**src/rtl/program_load_packer.sv**
```systemverilog
// Packs a host word stream into 64-byte program-RAM lines and issues each line as one aw + one w beat.
// Optional RAM-reset phase before filling: define PROG_LOAD_RAM_RESET_EN.
module program_load_packer #(
`ifdef PROG_LOAD_RAM_RESET_EN
    parameter int RAMRST_CYCLES = 4,
`endif
    parameter int IN_W   = 64,
    parameter int ADDR_W = 15,
    parameter int CNT_W  = 13
) (
    input  logic              io_axiClk,
    input  logic              io_asyncReset,
`ifdef PROG_LOAD_RAM_RESET_EN
    output logic              program_load_ram_reset,
`endif
    input  logic              cfg_start,
    input  logic [ADDR_W-1:0] cfg_base_addr,
    input  logic [CNT_W-1:0]  cfg_word_count,
    input  logic              s_valid,
    output logic              s_ready,
    input  logic [IN_W-1:0]   s_data,
    output logic              program_load_en,
    output logic              program_load_aw_valid,
    input  logic              program_load_aw_ready,
    output logic [ADDR_W-1:0] program_load_aw_payload_addr,
    output logic              program_load_w_valid,
    input  logic              program_load_w_ready,
    output logic [511:0]      program_load_w_payload_data,
    output logic [63:0]       program_load_w_payload_strb,
    output logic              busy,
    output logic              done,
    output logic              cfg_err
);
    localparam int WPL   = 512 / IN_W;
    localparam int BPW   = IN_W / 8;
    localparam int IDX_W = (WPL > 1) ? $clog2(WPL) : 1;
    // Wide enough that base + count*BPW can never wrap, so any overflow rejects.
    localparam int SUM_W = ADDR_W + CNT_W + 1;

    typedef enum logic [2:0] {
        IDLE, FILL, ISSUE, DONE
`ifdef PROG_LOAD_RAM_RESET_EN
        , RAMRST
`endif
    } state_t;

    state_t            state;
    logic [ADDR_W-1:0] line_addr;
    logic [CNT_W-1:0]  remaining;
    logic [IDX_W-1:0]  idx;
    logic [511:0]      data_q;
    logic [63:0]       strb_q;
    logic [SUM_W-1:0]  end_addr;
    logic              start_ok;
    logic              aw_fin;
    logic              w_fin;

`ifdef PROG_LOAD_RAM_RESET_EN
    localparam int RC_W = $clog2(RAMRST_CYCLES + 1);
    logic [RC_W-1:0] ramrst_cnt;
    assign program_load_ram_reset = (state == RAMRST);
    assign busy = (state == FILL) || (state == ISSUE) || (state == RAMRST);
`else
    assign busy = (state == FILL) || (state == ISSUE);
`endif

    assign program_load_en = busy;
    assign done            = (state == DONE);
    assign s_ready         = (state == FILL);

    assign program_load_aw_payload_addr = line_addr;
    assign program_load_w_payload_data  = data_q;
    assign program_load_w_payload_strb  = strb_q;

    assign end_addr = SUM_W'(cfg_base_addr) + SUM_W'(cfg_word_count) * SUM_W'(BPW);
    assign start_ok = (cfg_base_addr[5:0] == 6'd0) && (cfg_word_count != '0) &&
                      (end_addr <= (SUM_W'(1) << ADDR_W));

    // A channel counts as finished once its valid is already low or handshakes this cycle.
    assign aw_fin = !program_load_aw_valid || program_load_aw_ready;
    assign w_fin  = !program_load_w_valid  || program_load_w_ready;

    always_ff @(posedge io_axiClk or posedge io_asyncReset) begin
        if (io_asyncReset) begin
            state                 <= IDLE;
            line_addr             <= '0;
            remaining             <= '0;
            idx                   <= '0;
            data_q                <= '0;
            strb_q                <= '0;
            program_load_aw_valid <= 1'b0;
            program_load_w_valid  <= 1'b0;
            cfg_err               <= 1'b0;
`ifdef PROG_LOAD_RAM_RESET_EN
            ramrst_cnt            <= '0;
`endif
        end else begin
            cfg_err <= 1'b0;
            case (state)
                IDLE: begin
                    if (cfg_start) begin
                        if (start_ok) begin
                            line_addr <= cfg_base_addr;
                            remaining <= cfg_word_count;
`ifdef PROG_LOAD_RAM_RESET_EN
                            ramrst_cnt <= '0;
                            state      <= RAMRST;
`else
                            state      <= FILL;
`endif
                        end else begin
                            cfg_err <= 1'b1;
                        end
                    end
                end
`ifdef PROG_LOAD_RAM_RESET_EN
                RAMRST: begin
                    ramrst_cnt <= ramrst_cnt + 1'b1;
                    if (ramrst_cnt == RC_W'(RAMRST_CYCLES - 1))
                        state <= FILL;
                end
`endif
                FILL: begin
                    if (s_valid) begin
                        data_q[idx*IN_W +: IN_W] <= s_data;
                        strb_q[idx*BPW +: BPW]   <= '1;
                        idx                      <= idx + 1'b1;
                        remaining                <= remaining - 1'b1;
                        if (idx == IDX_W'(WPL - 1) || remaining == CNT_W'(1)) begin
                            state                 <= ISSUE;
                            program_load_aw_valid <= 1'b1;
                            program_load_w_valid  <= 1'b1;
                        end
                    end
                end
                ISSUE: begin
                    if (program_load_aw_ready) program_load_aw_valid <= 1'b0;
                    if (program_load_w_ready)  program_load_w_valid  <= 1'b0;
                    if (aw_fin && w_fin) begin
                        line_addr <= line_addr + ADDR_W'(64);
                        data_q    <= '0;
                        strb_q    <= '0;
                        idx       <= '0;
                        state     <= (remaining != '0) ? FILL : DONE;
                    end
                end
                DONE:    state <= IDLE;
                default: state <= IDLE;
            endcase
        end
    end
endmodule

```
**config.mk**
```make
export PLATFORM = sky130hd
export DESIGN_NAME = program_load_packer
export DESIGN_NICKNAME = d
export VERILOG_FILES = /design/src/rtl/program_load_packer.sv
export SDC_FILE = /design/constraint.sdc
export NUM_CORES = 1
export LEC_CHECK = 0
export CAP_MARGIN = 20
export CORE_AREA = 2 2 269 271
export DETAILED_ROUTE_END_ITERATION = 16
export DIE_AREA = 0 0 271 273
export SLEW_MARGIN = 0
export SYNTH_ARGS = -nofsm -noshare
export SYNTH_HDL_FRONTEND = slang
export SYNTH_SLANG_ARGS = --single-unit
```
**constraint.sdc**
```tcl
create_clock -name io_axiClk -period 20.2 [get_ports io_axiClk]
set_clock_uncertainty 0.2 [all_clocks]
set_input_delay 3.03 -clock io_axiClk [delete_from_list [all_inputs] [get_ports io_axiClk]]
set_output_delay 3.03 -clock io_axiClk [all_outputs]
set_load 0.03 [all_outputs]
```
After elaboration in Yosys (flattened, before gate mapping)
Index checks and enable logic that the tools add are counted.
{ "totals": {"ff_bits": 613, "inputBits": 98, "word_cells": 89} }
{ "op_classes": {"n_addsub": 6, "magnitude_cmp": 1, "n_eq_ne": 12, "n_shift": 4, "n_mux": 35, "reduce_logical": 22} }
{ "ops": {"columns": ["op", "n"], "rows": [
  ["$mux 512", 2],
  ["$pmux 512 s2", 1],
  ["$bwmux 512", 1],
  ["$shift 64x34->512 const A", 1],
  ["$shiftx 64x34->512", 1],
  ["$mux 64", 2],
  ["$pmux 64 s2", 1],
  ["$bwmux 64", 1],
  ["$shift 8x34->64 const A", 1],
  ["$shiftx 8x34->64 const A", 1],
  ["$mux 15", 3],
  ["$mux 13", 3],
  ["$neg 6->34", 1],
  ["$neg 9->34", 1],
  ["$pmux 15 s2", 1],
  ["$pmux 13 s2", 1],
  ["$reduce_bool 13->1", 2],
  ["$mux 3", 7],
  ["$add 15x16->17", 1],
  ["$le 17x16->1 const B", 1],
  ["$reduce_and 4->1", 4],
  ["$add 15x7->15 const B", 1],
  ["$eq 13x1->1 const B", 1],
  ["$sub 13x1->13 const B", 1],
  ["other kinds (19)", 40]
]} }

Logic depth before layout (Yosys ltp)
{ "depth": {"ltp_word": 6, "ltp_mapped": 14} }

Least setup slack after synthesis
OpenSTA, ideal clock, no wires.
{ "synth_path": {"path_type": "input to register", "from": "in cfg_base_addr[3]", "to": "reg line_addr[7], in the netlist program_load_aw_payload_addr[7]", "setup_time_ps": 125, "arrival_ps": 5585, "required_ps": 19875, "path_slack_ps": 14290, "path_stages": 14, "cell_sequence": "ha_1 inv_1 fa_1 nor2b_1 o31a_1 o21a_1 o31a_1 o21ai_0 nor3_2 or2_1 buf_6 a32o_1 buf_6 mux2_4"} }
{ "synth_via": {"elab_chain_cells": 5, "elab_cells_between_ends": 7, "cone_classes": "1 x add/sub; 1 x order compare; 1 x eq/ne; 4 x reduce/logical"} }
{ "synth_rtl": {"columns": ["element", "line_no", "source"], "rows": [
  ["start, declared", "17", "input logic [ADDR_W-1:0] cfg_base_addr,"],
  ["$add 15x16->17 or $logic_not 6->1 (tied branches)", "75, 76", null],
  ["$le 17x16->1 or $logic_and 1x1->1 (tied branches)", "77, 76", null],
  ["$logic_and 1x1->1 (*)", "76", "assign start_ok = (cfg_base_addr[5:0] == 6'd0) && (cfg_word_count != '0) &&"],
  ["$ne 2x2->1 (no source line) (*)", null, null],
  ["$reduce_and 4->1 (no source line) (*)", null, null],
  ["end signal, assigned", "103", "line_addr <= cfg_base_addr;"],
  ["end signal, assigned", "140", "line_addr <= line_addr + ADDR_W'(64);"],
  ["end, declared", "48", "logic [ADDR_W-1:0] line_addr;"]
]} }
Mark *: on every way between the ends. The rest lies on a longest branch, timed or not.
A chain may end at the register's enable or synchronous reset.

Worst setup path in the final report
{ "layout_path": {"from": "in cfg_word_count[0]", "to": "reg remaining[6]"} }
{ "layout_via": {"elab_chain_cells": 5, "elab_cells_between_ends": 7, "cone_classes": "1 x add/sub; 1 x order compare; 1 x eq/ne; 4 x reduce/logical"} }
{ "layout_rtl": {"columns": ["element", "line_no", "source"], "rows": [
  ["start, declared", "18", "input logic [CNT_W-1:0] cfg_word_count,"],
  ["$add 15x16->17 or $reduce_bool 13->1 (tied branches)", "75, 76", null],
  ["$le 17x16->1 or $logic_and 1x1->1 (tied branches)", "77, 76", null],
  ["$logic_and 1x1->1 (*)", "76", null],
  ["$ne 2x2->1 (no source line) (*)", null, null],
  ["$reduce_and 4->1 (no source line) (*)", null, null],
  ["end signal, assigned", "104", "remaining <= cfg_word_count;"],
  ["end signal, assigned", "128", "remaining <= remaining - 1'b1;"],
  ["end, declared", "49", "logic [CNT_W-1:0] remaining;"]
]} }
Marked as above.

==> flow_summary.toml <==
[timing]
slew_headroom = 0.2730
tns_ns = 0
period_needed_ns = 6.660
fin_crit_sh = 0.3297
tightestPinTransition_ns = 1.091
final_hold_viol_count = 0
fin_ws_ns = 13.54
hold_slack_ns = 0.2810
drv_slew = 0
rsz0062_at_grt = "false"
setup_viol = 0
fmax_mhz = 150.1

[critical_path]
end_kind = "flop"
start_kind = "input port"
critical_path_class = "in -> reg"
required_ns = 20.42
critPathMaxFanout = 15
worstPathArrival_ns = 6.88

[global_routing]
grt_first_pass_wirelength_um = 127900
grt_overflow = 0
grt_pass1_vias = 17630
antenna_found_initial = 1
grt_usage = 0.2302
grt_max_degree = 159

[finish]
area_growth_pct = 43.09
nets = 2379
design_area_um2 = 31430
drive_above_1_share = 0.07208
final_util = 0.4427

[cts]
htree_levels = 2
cts_tree = "done"
cts_resized = 0
cts_setup_buffers = 0
clk_root_buffer_cell = "clkbuf_16"
holdBufCountCts = 0
clkTransAtPathRegs_ns = 0.06
cts-buffers-inserted = 59
clock_sinks = 556
insertion_delay_ns = 0.61
clockBufferDepth = 3

[synthesis]
synth_edf_count = 0
syn_avg_cell_area_um2 = 12.84
synthCells = 1711
synth_top_flop_cell = "dfrtp_1"
ys_types = 68
synthTopCellsByArea = "dfrtp_1 63%, a22o_1 20%, buf_4 1.9%"
ys_seq_elements = 556
synth_top_area_share = 0.6334
synth-seq-area-share = 0.6334
synthArstFlopShare = 1.000
yosysWarnings = 0
syn-num-nets = 1836
synth_top_area_cell = "dfrtp_1"
syn_area_um2 = 21970

[detailed_routing]
wl_um = 88490
drcViolationCount = 0
initialDrtViolationCount = 1462
detail-route-antenna-nets = 0
drt_pass1_iterations = 6
vias = 17810
vias_per_cell = 5.472
avgRoutedWirePerCell_um = 27.19

[floorplan]
placementRows = 98
io_pins = 696
die_y_um = 273
start_util = 0.3094
design.core.area_um2 = 71000
dieWidth_um = 271
dieArea_um2 = 73980

[place]
placed_area_um2 = 29390
dp_hpwl_um = 58250
place_ws_ns = 12.97
gp_congestion = 0.8524
port_buffers = 695

[power_and_ir_drop]
peakVddDrop_uv = 92.90
power.density_nw_per_um2 = 120.6
p_leak_nw = 14.05

[run_status]
status = "complete, no violations"

[min_path]
hp-class = "reg -> reg"

[run]
max-cap-violations = 0
critical path: stages:
cell	delay [ns]
clkdlybuf4s50_1	0.55
ha_1	0.20
inv_1	0.06
fa_1	0.40
nor2b_1	0.19
o31a_1	0.27
a21oi_1	0.07
nor3_1	0.35
o2111ai_2	0.21
nor4_1	0.36
a211oi_2	0.22
a21oi_1	0.78
a2bb2oi_1	0.16
sequential cells by signal (all words and copies together) (netlist names):
register / cells
program_load_w_payload_data: 512
state: 2
program_load_w_payload_strb: 8
idx: 3
program_load_aw_valid: 1
program_load_w_valid: 1
cfg_err: 1
program_load_aw_payload_addr: 15
remaining: 13
worst paths after layout:
check                                                 start                                to  slack (ns)  depth (start not counted)
min in group asynchronous                     io_asyncReset  program_load_w_payload_data[454]        2.81                          2
min                        program_load_w_payload_data[192]  program_load_w_payload_data[192]        0.28                          2
min reg2reg                program_load_w_payload_data[192]  program_load_w_payload_data[192]        0.28                          2
max in group asynchronous                     io_asyncReset  program_load_w_payload_data[173]       13.82                          5
max reg2reg                                          idx[0]  program_load_w_payload_data[379]       16.11                          8
max                                       cfg_word_count[0]                      remaining[6]       13.54                         13
power by group:
part / internal, mW / switching (mW) / total, mW
Sequential: 1.24 / 0.112 / 1.35
Combinational: 0.450 / 0.866 / 1.32
Clock: 0.654 / 0.465 / 1.12
Total: 2.35 / 1.44 / 3.79
through the flow:
step / power (mW) / std cells
3_5_place_dp: 2.691 / 3143
2_1_floorplan: 2.134 / 1711
3_3_place_gp: 2.672 / 3141
5_1_grt: 3.942 / 3254
6_report: 3.790 / 3254
4_1_cts: 3.818 / 3253
area by class of cell:
type                    count  area [µm²]
clock inverters            21       235.2
repair buffers            725        7234
diodes                      1       2.502
flip-flops and latches    556       13910
inverters                  21       86.33
clock buffers              89        1800
well taps                 950        1189
multi-input cells         891        6972
fillers                  6449       39560
cell usage after synthesis, drive strengths merged (3+ instances only):
| cell type | n |
|---|---|
| a22o | 500 |
| and3 | 16 |
| nor4 | 6 |
| ha | 26 |
| nand4 | 6 |
| nor2 | 42 |
| nand2b | 3 |
| a31oi | 7 |
| o22ai | 3 |
| mux2i | 3 |
| o31a | 3 |
| o221a | 5 |
| nor2b | 6 |
| xor2 | 4 |
| and2 | 17 |
| or4 | 3 |
| or2 | 3 |
| nor3 | 20 |
| a2bb2oi | 10 |
| o21ai | 43 |
| buf | 142 |
| clkbuf | 101 |
| a21o | 9 |
| nand3 | 17 |
| a21oi | 26 |
| dfrtp | 556 |
| nand2 | 67 |
| o21a | 5 |
| inv | 21 |
| o211a | 3 |
layer usage:
layer  vias up  GRT usage  share of wire
met2       902     0.3826           0.48
met3       164    0.04323          0.074
met4         0    0.08811          0.038
li1       7433          -              -
met1      9308     0.2985           0.41
met5         -          0              0
kinds of logic after synthesis:
| logic type | Yosys count | synth area share |
|---|---|---|
| simple gates | 213 | 0.04716 |
| fa+ha+maj | 27 | 0.01572 |
| compound gates | 640 | 0.2428 |
| xor+xnor | 6 | 0.002392 |
| buf+inv | 264 | 0.05599 |
| flops | 556 | 0.6334 |
| mux | 5 | 0.002563 |
layout by cell type (no fill, tap or decap), drive strengths merged, types with 7 or more instances in the layout:
master and instances:
nand3 17, inv 21, nor2 42, o21ai 43, and2 17, and3 16, ha 26, clkbuf 89
buf 30, clkinv 15, dfrtp 556, a21oi 26, nand2 67, a2bb2oi 10, a21o 9, clkdlybuf4s50 695
nor3 20, a31oi 7, a22o 500
No activity file was read; power rests on OpenSTA's default activity.
